**src/rtl/lcd_pkg.sv**
```systemverilog
// Shared definitions for the HD44780-style LCD bus masters.
package lcd_pkg;

  // Read engine phases
  typedef enum logic [1:0] {
    ST_IDLE  = 2'd0,
    ST_SETUP = 2'd1,
    ST_EHIGH = 2'd2,
    ST_HOLD  = 2'd3
  } lcd_rd_state_e;

  // Busy flag position in a status read
  localparam int unsigned LCD_BF_BIT = 7;

  // Default bus timing at 50 MHz, shared by all LCD bus masters
  localparam int unsigned LCD_T_AS_CYC = 3;
  localparam int unsigned LCD_T_EH_CYC = 12;
  localparam int unsigned LCD_T_EL_CYC = 13;
  localparam int unsigned LCD_POLL_MAX = 4095;

  function automatic int unsigned lcd_max3(input int unsigned a,
                                           input int unsigned b,
                                           input int unsigned c);
    int unsigned m;
    m = a;
    if (b > m) m = b;
    if (c > m) m = c;
    return m;
  endfunction

endpackage

```
**src/rtl/lcd_phase_timer.sv**
```systemverilog
// Loadable down-counter timing one bus phase; done while the count is zero.
module lcd_phase_timer #(
  parameter int unsigned W = 4
) (
  input  logic         clk,
  input  logic         rst,
  input  logic         load,
  input  logic [W-1:0] load_val,
  output logic         done
);

  logic [W-1:0] cnt;

  // Load a new phase length or count down to zero and stop
  always_ff @(posedge clk) begin
    if (rst) begin
      cnt <= '0;
    end else if (load) begin
      cnt <= load_val;
    end else if (cnt != '0) begin
      cnt <= cnt - 1'b1;
    end
  end

  assign done = (cnt == '0);

endmodule

```
**src/rtl/lcd_bus_reader.sv**
```systemverilog
// Read-cycle engine for the 8-bit LCD bus: timed RS/RW/E read cycles with
// optional busy-flag polling.
module lcd_bus_reader
  import lcd_pkg::*;
#(
  parameter int unsigned T_AS_CYC = LCD_T_AS_CYC,
  parameter int unsigned T_EH_CYC = LCD_T_EH_CYC,
  parameter int unsigned T_EL_CYC = LCD_T_EL_CYC,
  parameter int unsigned POLL_MAX = LCD_POLL_MAX
) (
  input  logic       clk,
  input  logic       rst,
  input  logic       rd_req,
  input  logic       rd_rs,
  input  logic       rd_poll,
  output logic       rd_ready,
  output logic       rd_valid,
  output logic [7:0] rd_data,
  output logic       busy_flag,
  output logic [6:0] addr_cnt,
  output logic       rd_timeout,
  input  logic [7:0] lcd_data_in,
  output logic       lcd_rs,
  output logic       lcd_rw,
  output logic       lcd_e,
  output logic       bus_active
);

  localparam int unsigned PW = $clog2(lcd_max3(T_AS_CYC, T_EH_CYC, T_EL_CYC)) + 1;
  localparam int unsigned CW = $clog2(POLL_MAX + 1);

  localparam logic [PW-1:0] AS_LD     = PW'(T_AS_CYC - 1);
  localparam logic [PW-1:0] EH_LD     = PW'(T_EH_CYC - 1);
  localparam logic [PW-1:0] EL_LD     = PW'(T_EL_CYC - 1);
  localparam logic [CW-1:0] POLL_LAST = CW'(POLL_MAX - 1);

  lcd_rd_state_e state;
  logic          lat_rs;
  logic          lat_poll;
  logic [CW-1:0] poll_cnt;
  logic          tmr_load;
  logic [PW-1:0] tmr_val;
  logic          tmr_done;
  logic          poll_more;

  lcd_phase_timer #(
    .W(PW)
  ) u_timer (
    .clk      (clk),
    .rst      (rst),
    .load     (tmr_load),
    .load_val (tmr_val),
    .done     (tmr_done)
  );

  // Another status read is due: busy still set and read budget not spent.
  // rd_data already holds this read's byte by the time HOLD ends.
  assign poll_more = lat_poll && !lat_rs && rd_data[LCD_BF_BIT] &&
                     (poll_cnt < POLL_LAST);

  // Select the phase length to load on each phase transition
  always_comb begin
    tmr_load = 1'b0;
    tmr_val  = '0;
    unique case (state)
      ST_IDLE: begin
        if (rd_req) begin
          tmr_load = 1'b1;
          tmr_val  = AS_LD;
        end
      end
      ST_SETUP: begin
        if (tmr_done) begin
          tmr_load = 1'b1;
          tmr_val  = EH_LD;
        end
      end
      ST_EHIGH: begin
        if (tmr_done) begin
          tmr_load = 1'b1;
          tmr_val  = EL_LD;
        end
      end
      ST_HOLD: begin
        if (tmr_done && poll_more) begin
          tmr_load = 1'b1;
          tmr_val  = AS_LD;
        end
      end
      default: ;
    endcase
  end

  // Phase sequencing, bus pin drive and result capture
  always_ff @(posedge clk) begin
    if (rst) begin
      state      <= ST_IDLE;
      lat_rs     <= 1'b0;
      lat_poll   <= 1'b0;
      poll_cnt   <= '0;
      rd_ready   <= 1'b1;
      rd_valid   <= 1'b0;
      rd_data    <= '0;
      busy_flag  <= 1'b0;
      addr_cnt   <= '0;
      rd_timeout <= 1'b0;
      lcd_rs     <= 1'b0;
      lcd_rw     <= 1'b0;
      lcd_e      <= 1'b0;
      bus_active <= 1'b0;
    end else begin
      rd_valid <= 1'b0;
      unique case (state)
        ST_IDLE: begin
          if (rd_req) begin
            state      <= ST_SETUP;
            lat_rs     <= rd_rs;
            lat_poll   <= rd_poll;
            poll_cnt   <= '0;
            rd_ready   <= 1'b0;
            bus_active <= 1'b1;
            lcd_rw     <= 1'b1;
            lcd_rs     <= rd_rs;
          end
        end
        ST_SETUP: begin
          if (tmr_done) begin
            state <= ST_EHIGH;
            lcd_e <= 1'b1;
          end
        end
        ST_EHIGH: begin
          if (tmr_done) begin
            state     <= ST_HOLD;
            lcd_e     <= 1'b0;
            rd_data   <= lcd_data_in;
            busy_flag <= lat_rs ? 1'b0 : lcd_data_in[LCD_BF_BIT];
            addr_cnt  <= lat_rs ? 7'd0 : lcd_data_in[6:0];
          end
        end
        ST_HOLD: begin
          if (tmr_done) begin
            if (poll_more) begin
              state    <= ST_SETUP;
              poll_cnt <= poll_cnt + 1'b1;
            end else begin
              state      <= ST_IDLE;
              rd_valid   <= 1'b1;
              rd_ready   <= 1'b1;
              bus_active <= 1'b0;
              lcd_rw     <= 1'b0;
              lcd_rs     <= 1'b0;
              rd_timeout <= lat_poll && !lat_rs && rd_data[LCD_BF_BIT];
            end
          end
        end
        default: state <= ST_IDLE;
      endcase
    end
  end

endmodule

```
**config.mk**
```make
export PLATFORM = sky130hd
export DESIGN_NAME = lcd_bus_reader
export DESIGN_NICKNAME = d
export VERILOG_FILES = /design/src/rtl/lcd_pkg.sv /design/src/rtl/lcd_phase_timer.sv /design/src/rtl/lcd_bus_reader.sv
export SDC_FILE = /design/constraint.sdc
export NUM_CORES = 1
export LEC_CHECK = 0
export ABC_AREA = 1
export CAP_MARGIN = 15
export CORE_ASPECT_RATIO = 0.5
export CORE_UTILIZATION = 57
export CTS_BUF_LIST = sky130_fd_sc_hd__clkbuf_16
export DETAILED_ROUTE_END_ITERATION = 7
export HOLD_SLACK_MARGIN = 0.03
export PLACE_DENSITY = 0.82
export SYNTH_ARGS = -nofsm -noshare
export SYNTH_HDL_FRONTEND = slang
export SYNTH_SLANG_ARGS = --single-unit
```
**constraint.sdc**
```tcl
create_clock -name clk -period 3.27 [get_ports clk]
set_input_delay 0.654 -clock clk [delete_from_list [all_inputs] [get_ports clk]]
set_output_delay 0.654 -clock clk [all_outputs]
set_load 0.01 [all_outputs]
```
* Word-level counts from Yosys, hierarchy flattened
Cells that the tools add are included.
Word-level totals: register bits 43, latch bits 0, memory bits (writable) 0, memory bits (read-only) 0, bits of input ports 13, logic and storage cells 86, memories 0
Cells by class: add/sub/neg operators 2, multipliers 0, divide/modulo/power cells 0, order comparisons 1, eq/ne operators 9, shifts and indexed selects 0, mux-type cells 37, bitwise gates (word level) 3, reductions and logical operators 20
Operators by type and width (number):
- $mux W12 | 3
- $pmux W12 S2 | 1
- $pmux W5 S4 | 1
- $mux W1 | 15
- $add A12 B1 Y12 const B | 1
- $lt A12 B12 Y1 const B | 1
- $mux W2 | 6
- $ne A2 B2 Y1 const B | 6
- $reduce_and A4 Y1 | 3
- $mux W5 | 2
- $mux W4 | 2
- $pmux W1 S2 | 4
- $pmux W2 S4 | 1
- $mux W7 | 1
- $reduce_and A3 Y1 | 2
- $reduce_bool A2 Y1 | 3
- $logic_not A5 Y1 | 1
- $reduce_bool A5 Y1 | 1
- $sub A5 B1 Y5 const B | 1
- $eq A2 B2 Y1 const B | 2
- $logic_and A1 B1 Y1 | 4
- $reduce_and A2 Y1 | 2
- $not A1 Y1 | 3
- $pmux W1 S3 | 1
- 5 further kinds | 5

* Logic depth before layout (Yosys ltp)
depth in word-level cells 8, gate-level depth with buffers 12

* Hierarchy
Synthesis repeated with hierarchy kept, for this count alone.
Second synthesis, totals: cell total of the unflattened synthesis 308, area total of the unflattened synthesis 2195.9 µm²
Modules (own cells, without submodules):
- lcd_bus_reader | times used 1, cells an instance 266, area each 1905.6 µm², seq. area each 760.7 µm²
- lcd_phase_timer | times used 1, cells an instance 42, area each 290.3 µm², seq. area each 100.1 µm²

* Worst setup path before layout
No wires, ideal clock.
path type reg2reg, start point register state[0], end point register poll_cnt[6], library setup time 0.140 ns, arrival time 1.457 ns, required time 3.130 ns, setup slack 1.673 ns, cell stages (with the launch flop) 12, cell sequence dfxtp_1 inv_1 ha_1 inv_1 nor2_2 a21oi_4 nand2_2 inv_4 nand2_4 buf_8 nand2_1 a21oi_2
Between the ends: longest elaborated chain between the ends 3, elaborated cells on any way between the ends 8
Ends and longest elaborated chain:
- from (decl) | line lcd_bus_reader.sv:37 | lcd_rd_state_e state;
- from (signal assigned) | line lcd_bus_reader.sv:97 | state <= ST_IDLE;
- from (signal assigned) | line lcd_bus_reader.sv:116 | state <= ST_SETUP;
- from (signal assigned) | line lcd_bus_reader.sv:128 | state <= ST_EHIGH;
- $eq A2 B2 Y1 / $logic_not A2 Y1 (equally long branches) | line lcd_bus_reader.sv:113 | unique case (state)
- $ne A2 B2 Y1 (no source line) / $reduce_bool A2 Y1 (equally long branches)
- $reduce_and A4 Y1 (no source line)
- to (signal assigned) | line lcd_bus_reader.sv:145 | poll_cnt <= poll_cnt + 1'b1;
- to (decl) | line lcd_bus_reader.sv:40 | logic [CW-1:0] poll_cnt;
Parallel ways exist; a longest one is shown, timed or not. A chain may end at the register's enable or synchronous reset.

==> flow_metrics.env <==
export IMPL_insertion_delay_ps=280
export IMPL_met1_usage=0.299
export IMPL_max_vdd_ir_drop_uv=358
export IMPL_wire_per_inst_um=13.7
export IMPL_grt_antenna_before_repair=0
export IMPL_clock_fmax_ghz=0.473
export IMPL_grt_use_met2=0.469
export IMPL_synth_cell_type_count=30
export IMPL_hpwl_um=3500
export IMPL_drt_first_pass_iters=4
export IMPL_setup_tns_ps=0
export IMPL_fin_util=0.758
export IMPL_cts_tree="built"
export IMPL_critPathMaxFanout=32
export IMPL_top_usage_layer="met2"
export IMPL_drc=0
export IMPL_synth_nets=316
export IMPL_use_met3=0.0759
export IMPL_grt_pass1_wl_um=8230
export IMPL_worst_slew_pin_transition_ps=877
export IMPL_finalCritPeriodShare=0.647
export IMPL_dr_total_vias=2040
export IMPL_seq_area_frac_synth=0.387
export IMPL_root_buffer="clkbuf_16"
export IMPL_die_area_um2=4170
export IMPL_skew_ps=3.46
export IMPL_row_count=15
export IMPL_core_area_um2=3580
export IMPL_place_congestion=0.820
export IMPL_n_antenna_cell=0
export IMPL_required_ps=3480
export IMPL_r2r_start="u_timer.cnt[0]"
export IMPL_internal_power_uw=1200
export IMPL_grt_max_degree=33
export IMPL_r2r_cells=11
export IMPL_n_fill_cell=273
export IMPL_slew_headroom=0.415
export IMPL_finalWorstPathRequiredPeriod_ps=2110
export IMPL_clk_pin_slew_worst_paths_ps=60
export IMPL_globalRouteOverflowTotal=0
export IMPL_min_path_cells=2
export IMPL_grt_pass1_vias=1864
export IMPL_die_h_um=46.2
export IMPL_p_seq_frac=0.339
export IMPL_swShare=0.398
export IMPL_rsz0062_at_grt="false"
export IMPL_p_clk_frac=0.236
export IMPL_wirelength_um=5180
export IMPL_first_iter_violations=128
export IMPL_nets=348
export IMPL_start_kind="input pin"
export IMPL_postCtsResizedCells=0
export IMPL_synth_avg_cell_area_um2=7.52
export IMPL_cts_sinks=43
export IMPL_track_usage=0.258
export IMPL_cts_buffers_inserted=5
export IMPL_p_per_area_nw_per_um2=732
export IMPL_pin_count=36
export IMPL_syn_inst=296
export IMPL_cap_violations=0
export IMPL_switching_power_uw=792
export IMPL_area_growth_pct=22.1
export IMPL_vias_per_cell=5.38
export IMPL_htree_num_levels=2
export IMPL_cp_end_kind="register"
export IMPL_post_cts_setup_buffer_count=0
export IMPL_drive_gt1_frac=0.116
export IMPL_die_x_um=90.4
export IMPL_share_comb_of_total_power=0.425
export IMPL_port_buffers=35
export IMPL_synth_area_um2=2230
export IMPL_outcome="completed"
export IMPL_ant_nets=0
export IMPL_critPathLaunch="rst"
export IMPL_hold_start="lcd_e"
export IMPL_clk_path_buf_depth=2
export IMPL_synth_seq_cells=43
export IMPL_hold_class="reg -> reg"
export IMPL_cts_hold_buf=0
export IMPL_synth_warning_count=0
export IMPL_worst_setup_path_type="in -> reg"
export IMPL_finalSetupViolCount=0
export IMPL_drv_slew=0
export IMPL_power_static_leakage_uw=0.00102
export IMPL_hold_viol=0
export IMPL_initial_core_util=0.621
export IMPL_worstPathArrival_ps=2320
==> area by class of cell <==
cell class              instances  area (um2)  area share
multi-input cells             216        1200       0.442
flip-flops and latches         43         861       0.317
repair buffers                 36         358       0.132
clock buffers                   5         125      0.0460
inverters                      26         100      0.0368
well taps                      51        63.8      0.0235
clock inverters                 2        8.76     0.00322
==> final timing paths <==
| check | endpoint | slack [ps] |
|---|---|---|
| worst min-delay path | lcd_e | 460 |
| worst max-delay path | addr_cnt[5] | 1160 |
| worst max register to register | u_timer.cnt[3] | 1350 |
| worst min register to register | lcd_e | 460 |
==> critical path, cell delays in order <==
cell and delay (ps):
clkdlybuf4s50_1 390, buf_4 210, inv_1 660, nand3_1 200, o21ai_0 180
==> cells by family (layout without fill, tap and decap cells) <==
group,count (synthesis),count (layout),share of synthesized area
buffers and inverters,37,69,0.0731
flip-flops,43,43,0.387
AO/OA/AOI/OAI,47,47,0.134
adder cells (fa/ha/maj),7,7,0.0393
AND/OR/NAND/NOR,152,152,0.327
XOR/XNOR,10,10,0.0394
==> sequential cells by signal (all words and copies together), names as in the netlist <==
name	count
rd_timeout	1
addr_cnt	7
lcd_rs	1
rd_data	8
rd_ready	1
rd_valid	1
lat_rs	1
lat_poll	1
busy_flag	1
u_timer.cnt	5
poll_cnt	12
state	2
bus_active	1
lcd_e	1
==> per-stage QoR <==
stage          total power (uW)  instance area [um2]  worst slack (ps)  hold WS, ps  std cells
6_report                   1990                 2720              1160          461        379
4_1_cts                    1990                 2720              1160          459        379
5_1_grt                    2110                 2720               980          468        379
3_5_place_dp               1510                 2580               873          450        372
2_1_floorplan              1300                 2230              1670          465        296
3_3_place_gp               1490                 2580               936          435        372
==> Yosys cell counts, drive strengths merged <==
master / instances / share of area
dfxtp: 43 / 0.39
nand3: 42 / 0.10
a22oi: 1 / 0.0034
a21oi: 24 / 0.079
o21bai: 2 / 0.0067
nor2: 35 / 0.069
ha: 7 / 0.039
xor2: 7 / 0.028
inv: 26 / 0.045
clkbuf: 6 / 0.010
xnor2: 3 / 0.012
o21ai: 20 / 0.045
buf: 5 / 0.018
nand4: 6 / 0.020
nand2: 67 / 0.13
nor3: 2 / 0.0096
==> cell usage in the layout, fill, tap and decap left out <==
cell and instances:
o21ai_1 4, nor2_2 6, nand4_1 5, xor2_1 7, ha_1 7, a22oi_1 1
clkinv_1 1, buf_4 1, nand4_2 1, nand2_1 59, nand2_4 3, a21oi_4 2
inv_2 1, nand3_4 1, a21oi_2 9, nor3_1 1, inv_1 24, o21ai_0 16
nor2_4 1, nand3_1 41, nor2_1 28, inv_4 1, clkinv_2 1, nand2_2 5
dfxtp_1 43, o21bai_1 2, clkdlybuf4s50_1 35, clkbuf_16 5, nor3_4 1, a21oi_1 13
xnor2_1 3
==> metal layers <==
metal / share of wire / up-vias
met3: 0.053 / 4
met1: 0.45 / 957
met2: 0.49 / 47
met4: 0.0087 / 0
met5: 0 / -
li1: - / 1032
==> power by group through the flow <==
| stage | clock [uW] | combinational (uW) | sequential, uW |
|---|---|---|---|
| finish | 469 | 846 | 676 |
| global route | 498 | 927 | 684 |
| CTS | 473 | 844 | 674 |
| detailed placement | 0 | 830 | 683 |
| global placement | 0 | 811 | 682 |
| floorplan | 0 | 613 | 689 |
Power figures use the tool's default switching activity.
